**src/rtl/sobel_stream_det_if.sv**
```systemverilog
// Pixel stream bundle for sobel_stream_det: raster input stream in, edge
// magnitude stream out, each with its own valid/ready handshake.
interface sobel_stream_det_if #(
   parameter int unsigned PIX_W = 8
);
   logic [PIX_W-1:0] in_pix;
   logic             in_sof;
   logic             in_valid;
   logic             in_ready;
   logic [PIX_W-1:0] out_pix;
   logic             out_valid;
   logic             out_ready;

   // Source of pixels / sink of magnitudes
   modport master (
      output in_pix, in_sof, in_valid, out_ready,
      input  in_ready, out_pix, out_valid
   );

   // The filter block itself
   modport slave (
      input  in_pix, in_sof, in_valid, out_ready,
      output in_ready, out_pix, out_valid
   );
endinterface

```
**src/rtl/sobel_stream_det.sv**
```systemverilog
// Streaming 3x3 Sobel edge-magnitude filter.
// Two line buffers feed a 3x3 window; |Gx|,|Gy| are registered in stage 1,
// saturated and averaged into out_pix in stage 2.
// Optional macro SOBEL_THRESH_EN adds a thresh port and binarises out_pix.
module sobel_stream_det #(
   parameter int unsigned PIX_W = 8,
   parameter int unsigned IMG_W = 64
) (
   input  logic             clk,
   input  logic             rst,
`ifdef SOBEL_THRESH_EN
   input  logic [PIX_W-1:0] thresh,
`endif
   sobel_stream_det_if.slave bus
);

   localparam int unsigned CW = (IMG_W > 1) ? $clog2(IMG_W) : 1;
   localparam int unsigned GW = PIX_W + 3;   // signed gradient width
   localparam int unsigned MW = PIX_W + 2;   // |gradient| fits in GW-1 bits

   typedef logic [PIX_W-1:0] pix_t;

   // Line buffers: lb0 holds the previous row, lb1 the row before that
   pix_t lb0 [IMG_W];
   pix_t lb1 [IMG_W];

   // Left and middle window columns; the right column comes straight from
   // the line buffers and the incoming pixel.
   pix_t w1, w2, w4, w5, w7, w8;

   logic [CW-1:0] col;
   logic [1:0]    row;

   logic          advance;
   logic          accept;
   logic [CW-1:0] eff_col;
   logic [1:0]    eff_row;
   logic          win_ok;
   pix_t          top_new;
   pix_t          mid_new;

   logic [GW-1:0] gx_p, gx_n, gy_p, gy_n, gx, gy;
   logic [GW-1:0] abs_gx, abs_gy;

   logic          s1_valid;
   logic [MW-1:0] s1_ax;
   logic [MW-1:0] s1_ay;

   pix_t          sat_x, sat_y;
   logic [PIX_W:0] mag_sum;
   pix_t          mag;
   pix_t          res;

   // Whole pipeline moves together; upstream may push whenever it moves
   assign advance      = !bus.out_valid || bus.out_ready;
   assign bus.in_ready = advance;
   assign accept       = bus.in_valid && advance;

   // Position of the pixel being offered; sof forces it to (0,0)
   always_comb begin
      eff_col = col;
      eff_row = row;
      if (bus.in_sof) begin
         eff_col = '0;
         eff_row = '0;
      end
      win_ok  = (eff_row == 2'd2) && (eff_col >= CW'(2));
      top_new = lb1[eff_col];
      mid_new = lb0[eff_col];
   end

   // Sobel gradients over the window with the newest column
   always_comb begin
      gx_p   = GW'(top_new) + (GW'(mid_new) << 1) + GW'(bus.in_pix);
      gx_n   = GW'(w1) + (GW'(w4) << 1) + GW'(w7);
      gy_p   = GW'(w7) + (GW'(w8) << 1) + GW'(bus.in_pix);
      gy_n   = GW'(w1) + (GW'(w2) << 1) + GW'(top_new);
      gx     = gx_p - gx_n;
      gy     = gy_p - gy_n;
      abs_gx = gx[GW-1] ? (GW'(0) - gx) : gx;
      abs_gy = gy[GW-1] ? (GW'(0) - gy) : gy;
   end

   // Saturate each magnitude and average them
   always_comb begin
      sat_x   = (|s1_ax[MW-1:PIX_W]) ? '1 : s1_ax[PIX_W-1:0];
      sat_y   = (|s1_ay[MW-1:PIX_W]) ? '1 : s1_ay[PIX_W-1:0];
      mag_sum = (PIX_W+1)'(sat_x) + (PIX_W+1)'(sat_y);
      mag     = PIX_W'(mag_sum >> 1);
`ifdef SOBEL_THRESH_EN
      res     = (mag >= thresh) ? '1 : '0;
`else
      res     = mag;
`endif
   end

   // Column/row tracking; row saturates at 2 since only "row>=2" matters
   always_ff @(posedge clk) begin
      if (rst) begin
         col <= '0;
         row <= '0;
      end else if (accept) begin
         if (bus.in_sof) begin
            col <= CW'(1);
            row <= '0;
         end else if (col == CW'(IMG_W - 1)) begin
            col <= '0;
            if (row != 2'd2) row <= row + 2'd1;
         end else begin
            col <= col + CW'(1);
         end
      end
   end

   // Line buffers and window shift on each accepted pixel; stale contents
   // after reset or sof are masked by the counters.
   always_ff @(posedge clk) begin
      if (accept) begin
         lb1[eff_col] <= mid_new;
         lb0[eff_col] <= bus.in_pix;
         w1 <= w2;
         w2 <= top_new;
         w4 <= w5;
         w5 <= mid_new;
         w7 <= w8;
         w8 <= bus.in_pix;
      end
   end

   // Two-stage result pipeline, frozen while the output is stalled
   always_ff @(posedge clk) begin
      if (rst) begin
         s1_valid      <= 1'b0;
         s1_ax         <= '0;
         s1_ay         <= '0;
         bus.out_valid <= 1'b0;
         bus.out_pix   <= '0;
      end else if (advance) begin
         s1_valid      <= accept && win_ok;
         s1_ax         <= abs_gx[MW-1:0];
         s1_ay         <= abs_gy[MW-1:0];
         bus.out_valid <= s1_valid;
         bus.out_pix   <= res;
      end
   end

endmodule
```
**src/flat_wrapper.sv**
```systemverilog
// flat-port wrapper written by rule: the top's interface ports become plain ports
module sobel_stream_det_flat 
#(
   parameter int unsigned PIX_W = 8,
   parameter int unsigned IMG_W = 64
)
  (clk, rst, bus_in_pix, bus_in_sof, bus_in_valid, bus_out_ready, bus_in_ready, bus_out_pix, bus_out_valid);
  sobel_stream_det_if #(.PIX_W(PIX_W)) bus_i ();
  input  logic clk;
  input  logic rst;
  input wire logic [$bits(bus_i.in_pix)-1:0] bus_in_pix;
  input wire logic [$bits(bus_i.in_sof)-1:0] bus_in_sof;
  input wire logic [$bits(bus_i.in_valid)-1:0] bus_in_valid;
  input wire logic [$bits(bus_i.out_ready)-1:0] bus_out_ready;
  output wire logic [$bits(bus_i.in_ready)-1:0] bus_in_ready;
  output wire logic [$bits(bus_i.out_pix)-1:0] bus_out_pix;
  output wire logic [$bits(bus_i.out_valid)-1:0] bus_out_valid;
  assign bus_i.in_pix = bus_in_pix;
  assign bus_i.in_sof = bus_in_sof;
  assign bus_i.in_valid = bus_in_valid;
  assign bus_i.out_ready = bus_out_ready;
  assign bus_in_ready = bus_i.in_ready;
  assign bus_out_pix = bus_i.out_pix;
  assign bus_out_valid = bus_i.out_valid;
  sobel_stream_det #(.PIX_W(PIX_W), .IMG_W(IMG_W)) u_core (.clk(clk), .rst(rst), .bus(bus_i));
endmodule
```
**config.mk**
```make
export PLATFORM = sky130hd
export DESIGN_NAME = sobel_stream_det_flat
export DESIGN_NICKNAME = d
export VERILOG_FILES = /design/src/rtl/sobel_stream_det_if.sv /design/src/rtl/sobel_stream_det.sv /design/src/flat_wrapper.sv
export SDC_FILE = /design/constraint.sdc
export NUM_CORES = 1
export LEC_CHECK = 0
export ABC_AREA = 1
export CORE_ASPECT_RATIO = 1.4
export CORE_MARGIN = 2
export CORE_UTILIZATION = 33
export DETAILED_ROUTE_END_ITERATION = 7
export PLACE_DENSITY = 0.5
export SETUP_SLACK_MARGIN = 0.4
export SLEW_MARGIN = 15
export SYNTH_ARGS = -nofsm -noshare
export SYNTH_HDL_FRONTEND = slang
export SYNTH_SLANG_ARGS = --single-unit
```
**constraint.sdc**
```tcl
create_clock -name clk -period 9.2 [get_ports clk]
set_clock_uncertainty 0.1 [all_clocks]
set_input_delay 1.84 -clock clk [delete_from_list [all_inputs] [get_ports clk]]
set_output_delay 1.84 -clock clk [all_outputs]
set_load 0.005 [all_outputs]
```
Yosys cells after proc, flatten, opt, wreduce, memory -nomap -nowiden
Memory sizes are Yosys's and may differ from the RTL's.
Cells that the tools add are included.
Cells by class
  add/subtract/negate cells: 15
  $lt $le $gt $ge: 1
  equality and inequality tests: 3
  mux-type cells: 13
  reduce and logical (&&, ||, !) cells: 10
Operator list (count)
  $add 11x8->11: 4
  $add 8x9->10: 4
  $sub 11x11->11: 2
  $mux 10: 2
  $sub 1x10->10 const A: 2
  $mux 6: 3
  $mux 8: 2
  $add 8x8->9: 1
  $mux 2: 4
  $add 6x1->6 const B: 1
  $eq 6x6->1 const B: 1
  $ge 6x2->1 const B: 1
  $reduce_bool 2->1: 2
  $reduce_or 2->1: 2
  $logic_and 1x1->1: 3
  $reduce_and 3->1: 1
  $add 2x1->2 const B: 1
  $eq 2x2->1 const B: 1
  $mux 1: 2
  $ne 2x2->1 const B: 1
  $logic_not 1->1: 1
  $logic_or 1x1->1: 1
Word-level totals
  flip-flop bits (word level): 86
  bits in writable memories: 1024
  input bits: 13
  word-level logic and storage cells: 57
  memories kept: 2
Memories
  u_core.lb0: depth 64, bits a word 8, read ports 1, clocked after Yosys merged registers in 0, write ports 1, line sobel_stream_det.sv:24  | pix_t lb0 [IMG_W];
  u_core.lb1: depth 64, bits a word 8, read ports 1, clocked after Yosys merged registers in 0, write ports 1, line sobel_stream_det.sv:25  | pix_t lb1 [IMG_W];

Logic depth before layout (Yosys ltp)
An unclocked memory read counts as a cell.
  depth in word-level cells: 7
  gate-level depth with buffers: 39
  depth with buffers taken out: 37

Least setup slack after synthesis
No wires, ideal clock.
  path type: input -> register
  start: in bus_in_sof
  end: reg u_core.s1_ax[9]
  setup time: 117 ps
  data arrival time: 8795 ps
  required time: 8983 ps
  slack: 188 ps
  stages: 37
  buffers on the path: 5
  cells stage by stage: buf_4 -> inv_4 -> nand2_2 -> buf_4 -> buf_2 -> buf_2 -> nor2_1 -> o21ai_0 -> a21oi_1 -> o21ai_0 -> nand4_1 -> nor2_1 -> ha_1 -> inv_1 -> fa_1 -> o21ai_0 -> a21oi_1 -> o21ai_0 -> and2_1 -> nor2_1 -> fa_1 -> inv_1 -> fa_1 -> inv_1 -> ha_1 -> nand2_1 -> nor2_1 -> nand3_1 -> nand3_1 -> nand2_1 -> nand2_1 -> clkbuf_1 -> nand2_1 -> nand3_1 -> nand2_1 -> nor2_1 -> nor2_1
Between the ends
  cells in the longest elaborated chain, start to end: 7
  elaborated cells on any way between the ends: 8
  classes of those cells: add/sub (4); mux (2); memory (2)
Ends and longest elaborated chain
  start: declaration: line flat_wrapper.sv:12  | input wire logic [$bits(bus_i.in_sof)-1:0] bus_in_sof;
  $mux 6 (*): line sobel_stream_det.sv:63  | if (bus.in_sof) begin
  $mem_v2 64x8 (*)
  named net u_core.mid_new[0]: line sobel_stream_det.sv:40  | pix_t mid_new;
  $add 8x9->10 (*): line sobel_stream_det.sv:74  | gx_p = GW'(top_new) + (GW'(mid_new) << 1) + GW'(bus.in_pix);
  $add 11x8->11 (*): line sobel_stream_det.sv:74
  $sub 11x11->11 (*): line sobel_stream_det.sv:78  | gx = gx_p - gx_n;
  $sub 1x10->10: line sobel_stream_det.sv:80  | abs_gx = gx[GW-1] ? (GW'(0) - gx) : gx;
  $mux 10 (*): line sobel_stream_det.sv:80
  end signal: assignment: line sobel_stream_det.sv:140  | s1_ax <= abs_gx[MW-1:0];
  end: declaration: line sobel_stream_det.sv:46  | logic [MW-1:0] s1_ax;
Mark *: on every way through the listed nets, which the timed path passes. The rest lies on a longest branch.
A chain may end at the register's enable or synchronous reset.

Worst setup path in the final report
  start: in bus_in_sof
  end: reg u_core.s1_ax[5]
Between the ends
  cells in the longest elaborated chain, start to end: 7
  elaborated cells on any way between the ends: 8
  classes of those cells: add/sub (4); mux (2); memory (2)
Ends and longest elaborated chain (line)
  $mux 6 (*): sobel_stream_det.sv:63
  $mem_v2 64x8 (on tied branches)
  $add 8x9->10 (*): sobel_stream_det.sv:74
  $add 11x8->11 (*): sobel_stream_det.sv:74
  $sub 11x11->11 (*): sobel_stream_det.sv:78
  $sub 1x10->10: sobel_stream_det.sv:80
  $mux 10 (*): sobel_stream_det.sv:80
Every way passes the cells marked *; elsewhere a longest branch is shown, timed or not.

==> results.md <==
- Outcome: completed
- Detail Placement HPWL: about 97 mm
- Row count: 163
- RSZ-0062 raised after global routing: no
- Initial antenna violation count: 8
- Final period util: 88.6%
- Commonest cells after routing, fill and taps aside: edfxtp_1, nand2_1, nor2_1
- Routed Antenna Nets: 0
- Smallest hold slack: 321 ps
- H-tree depth: 3
- Netlist cell types: 43
- Register bit total from synthesis: 1110
- Mapped cell area: 0.0468 mm²
- Hold Crit Depth: 0
- Total Wirelength: about 150 mm
- Slowest stage cell, crit path: clkdlybuf4s50_1
- DRT Pass-1 Iters: 6
- Worst relative slew slack: 24.5%
- Vias: 30.8k
- Crit-path max FO: 17
- Area Overhead vs Synth: 15.0%
- I/O pin cnt: 23
- Post-CTS setup buffers: 0
- Peak supply drop: roughly 0.00014 V
- Post-Synth Adder-Cell Area: 3.43%
- Max-cap viol count: 0
- Drt wl/cell: ~25 µm
- Number of global-route vias before repair: 30.9k
- Worst hold-check path type: reg2reg
- GR Util All Layers: 21.0%
- Reg-to-reg slack, setup: 2110 ps
- Total negative slack: 0 ps
- Seq/Total Area, Yosys: between 70% and 80%
- Leak pwr: 19.5 nW
- Worst-case hold path end point: u_core.w4[6]$_DFFE_PP_
- Post-synth top flop: edfxtp_1
- Worst EP required: approximately 9800 ps
- Max-slew violations: 0
- Vias per cell: 5.02
- Total Nets Final: 4281
- # port buffers: 22
- Later-pin clock latency in the skew report: 760 ps
- Hold wc startpoint: u_core.w5[6]$_DFFE_PP_
- Max clock buf depth: 3
- Most frequent CP cell: nand2_1
- Post_cts resized: 0
- Hold buffer count at CTS: 0
- Post-synthesis mux area share: 0%
- Initial DRC Count: roughly 2.6k
- Fillers: between 10k and 15k
- Main combinational cell family by area after synthesis: simple AND/OR/NAND/NOR gates
- PwrDens: 242 mW/mm²
- Worst reg-to-reg path cell count: 34
- Sinks on Clock Net: 1110
- Routability Congestion: about 0.9
- Total core area: approximately 0.14 mm²
- Asr flop ratio synth: 0%
- # DRC: 0
- Most common cell after layout, fill and taps aside: edfxtp_1
- First-pass GRT wire length: 219 mm
- Synth Warn #: 0
- EDFF count, synth: about 1.1k
- Reg-to-Reg Start: u_core.col[0]$_SDFFE_PP0P_
- Mapped Cells: 4000
- CTS buffer count: 105
- CP max stage delay: 630 ps
- Simple-Gate Fraction of Synth Area: 15.6%
- Root Buffer: clkbuf_16
- Die ar.: 0.145 mm²
- Arrival @ worst endpoint: 8700 ps
- Worst slew pin tran: roughly 1100 ps
- CTS tree: done
- Chip Height: between 400 and 500 µm
- Initial Utilization: 33.2%
- Max Clock Freq: about 0.12 GHz
- Reg clk slew, reported paths: 60 ps
- Global route overflow: 0
- FF-to-FF End: u_core.s1_ax[5]$_SDFFE_PP0N_
- Largest net degree at the start of global routing: 66
- Final min period: 8150 ps
- Placed Area: a little over 0.05 mm²
- Final Hold Vio Count: 0
- Syn avg cell area: 11.7 µm²
- Die extent in x: 322 µm
- Final Instance Area: around 0.054 mm²
- Syn nets: slightly above 4k
- Critical path capture point type: flip-flop
- Critical path class: in2reg
- Final setup fails: 0
- Synth Area in XOR/XNOR: 0.599%
- Startpoint types: primary input
- Fraction of layout cells with a size suffix above 1: around a tenth
- Post-synthesis compound-gate area fraction: 6.44%
[critical path, delay by kind of cell]
kind / cells / cell delay, ps
fa+ha+maj: 4 / 1740
simple gates: 19 / 2700
compound gates: 6 / 990
buf+inv: 7 / 1400
[worst max-delay path by stage]
stage,from,endpoint,slack [ps],cells after the start
global route,bus_in_sof,u_core.s1_ax[1]$_SDFFE_PP0N_,640,36
finish,bus_in_sof,u_core.s1_ax[5]$_SDFFE_PP0N_,1050,36
floorplan,bus_in_sof,u_core.s1_ax[9]$_SDFFE_PP0N_,820,37
CTS,bus_in_sof,u_core.s1_ax[2]$_SDFFE_PP0N_,1140,36
detailed placement,bus_in_sof,u_core.s1_ax[2]$_SDFFE_PP0N_,360,36
global placement,bus_in_sof,u_core.s1_ax[5]$_SDFFE_PP0N_,320,36
[per-layer routing]
layer / vias up / global-route usage, % / share of wire (%)
met5: - / 0 / 0.032
met4: 8 / 9.09 / 4.5
met3: 249 / 3.21 / 4.9
met2: 880 / 37.8 / 52
met1: 15489 / 24.7 / 39
li1: 14223 / - / -
[sequential cells by signal, summed over array words and instances, names as in the netlist, 2 cells and up]
register and flops:
u_core.bus.out_pix 8, u_core.col 6, u_core.lb0 512, u_core.lb1 512, u_core.row 2, u_core.s1_ax 10
u_core.s1_ay 10, u_core.w1 8, u_core.w2 8, u_core.w4 8, u_core.w5 8, u_core.w7 8
u_core.w8 8
[where the power goes]
group | internal (mW) | switching, mW
clock network | 2.34 | 1.97
logic | 1.03 | 1.98
registers | 5.67 | 0.0340
[through the flow]
| stage | instances | util (%) | power, mW | setup WS (ps) |
|---|---|---|---|---|
| after floorplan | 4000 | - | 7.99 | 817 |
| after global placement | 5952 | 35.8 | 8.83 | 319 |
| after detailed placement | 5952 | 35.8 | 8.85 | 361 |
| after CTS | 6144 | 38.2 | 13.1 | 1140 |
| after global routing | 6145 | 38.2 | 13.7 | 641 |
| final | 6146 | 38.2 | 13.0 | 1050 |
[cell type report]
cell class                      count  area (µm²)  share of cell area [%]
Sequential cell                  1110       33000                    61.3
Inverter                          249         937                    1.74
Clock buffer                      129        2720                    5.05
Clock inverter                     63         601                    1.12
Tap cell                         1897        2370                    4.41
Antenna cell                        2        5.00                 0.00930
Multi-Input combinational cell   2484       12300                    22.9
Timing Repair Buffer              212        1880                    3.50
[cells in the mapped netlist, types with 16 or more instances]
cell	n	area (µm²)
fa_1	37	741
nand2_1	1016	3810
a21oi_1	114	571
ha_1	69	863
inv_1	243	912
buf_2	82	410
o21bai_1	16	120
or2_2	32	200
o22ai_1	96	601
o211ai_1	38	285
xor2_1	22	193
o21ai_0	256	1280
dfxtp_1	38	761
clkbuf_1	64	240
nor2_1	491	1840
nand3_1	179	896
edfxtp_1	1072	32200
nand4_1	42	263
[cell families (layout without fill, tap and decap cells)]
kind of cell,count (synthesis),count (layout)
other,0,2
XOR/XNOR,32,32
AND/OR/NAND/NOR,1803,1803
buffers and inverters,406,653
flip-flops,1110,1110
AO/OA/AOI/OAI,543,543
adder cells (fa/ha/maj),106,106
No activity file was read; power rests on OpenSTA's default activity.
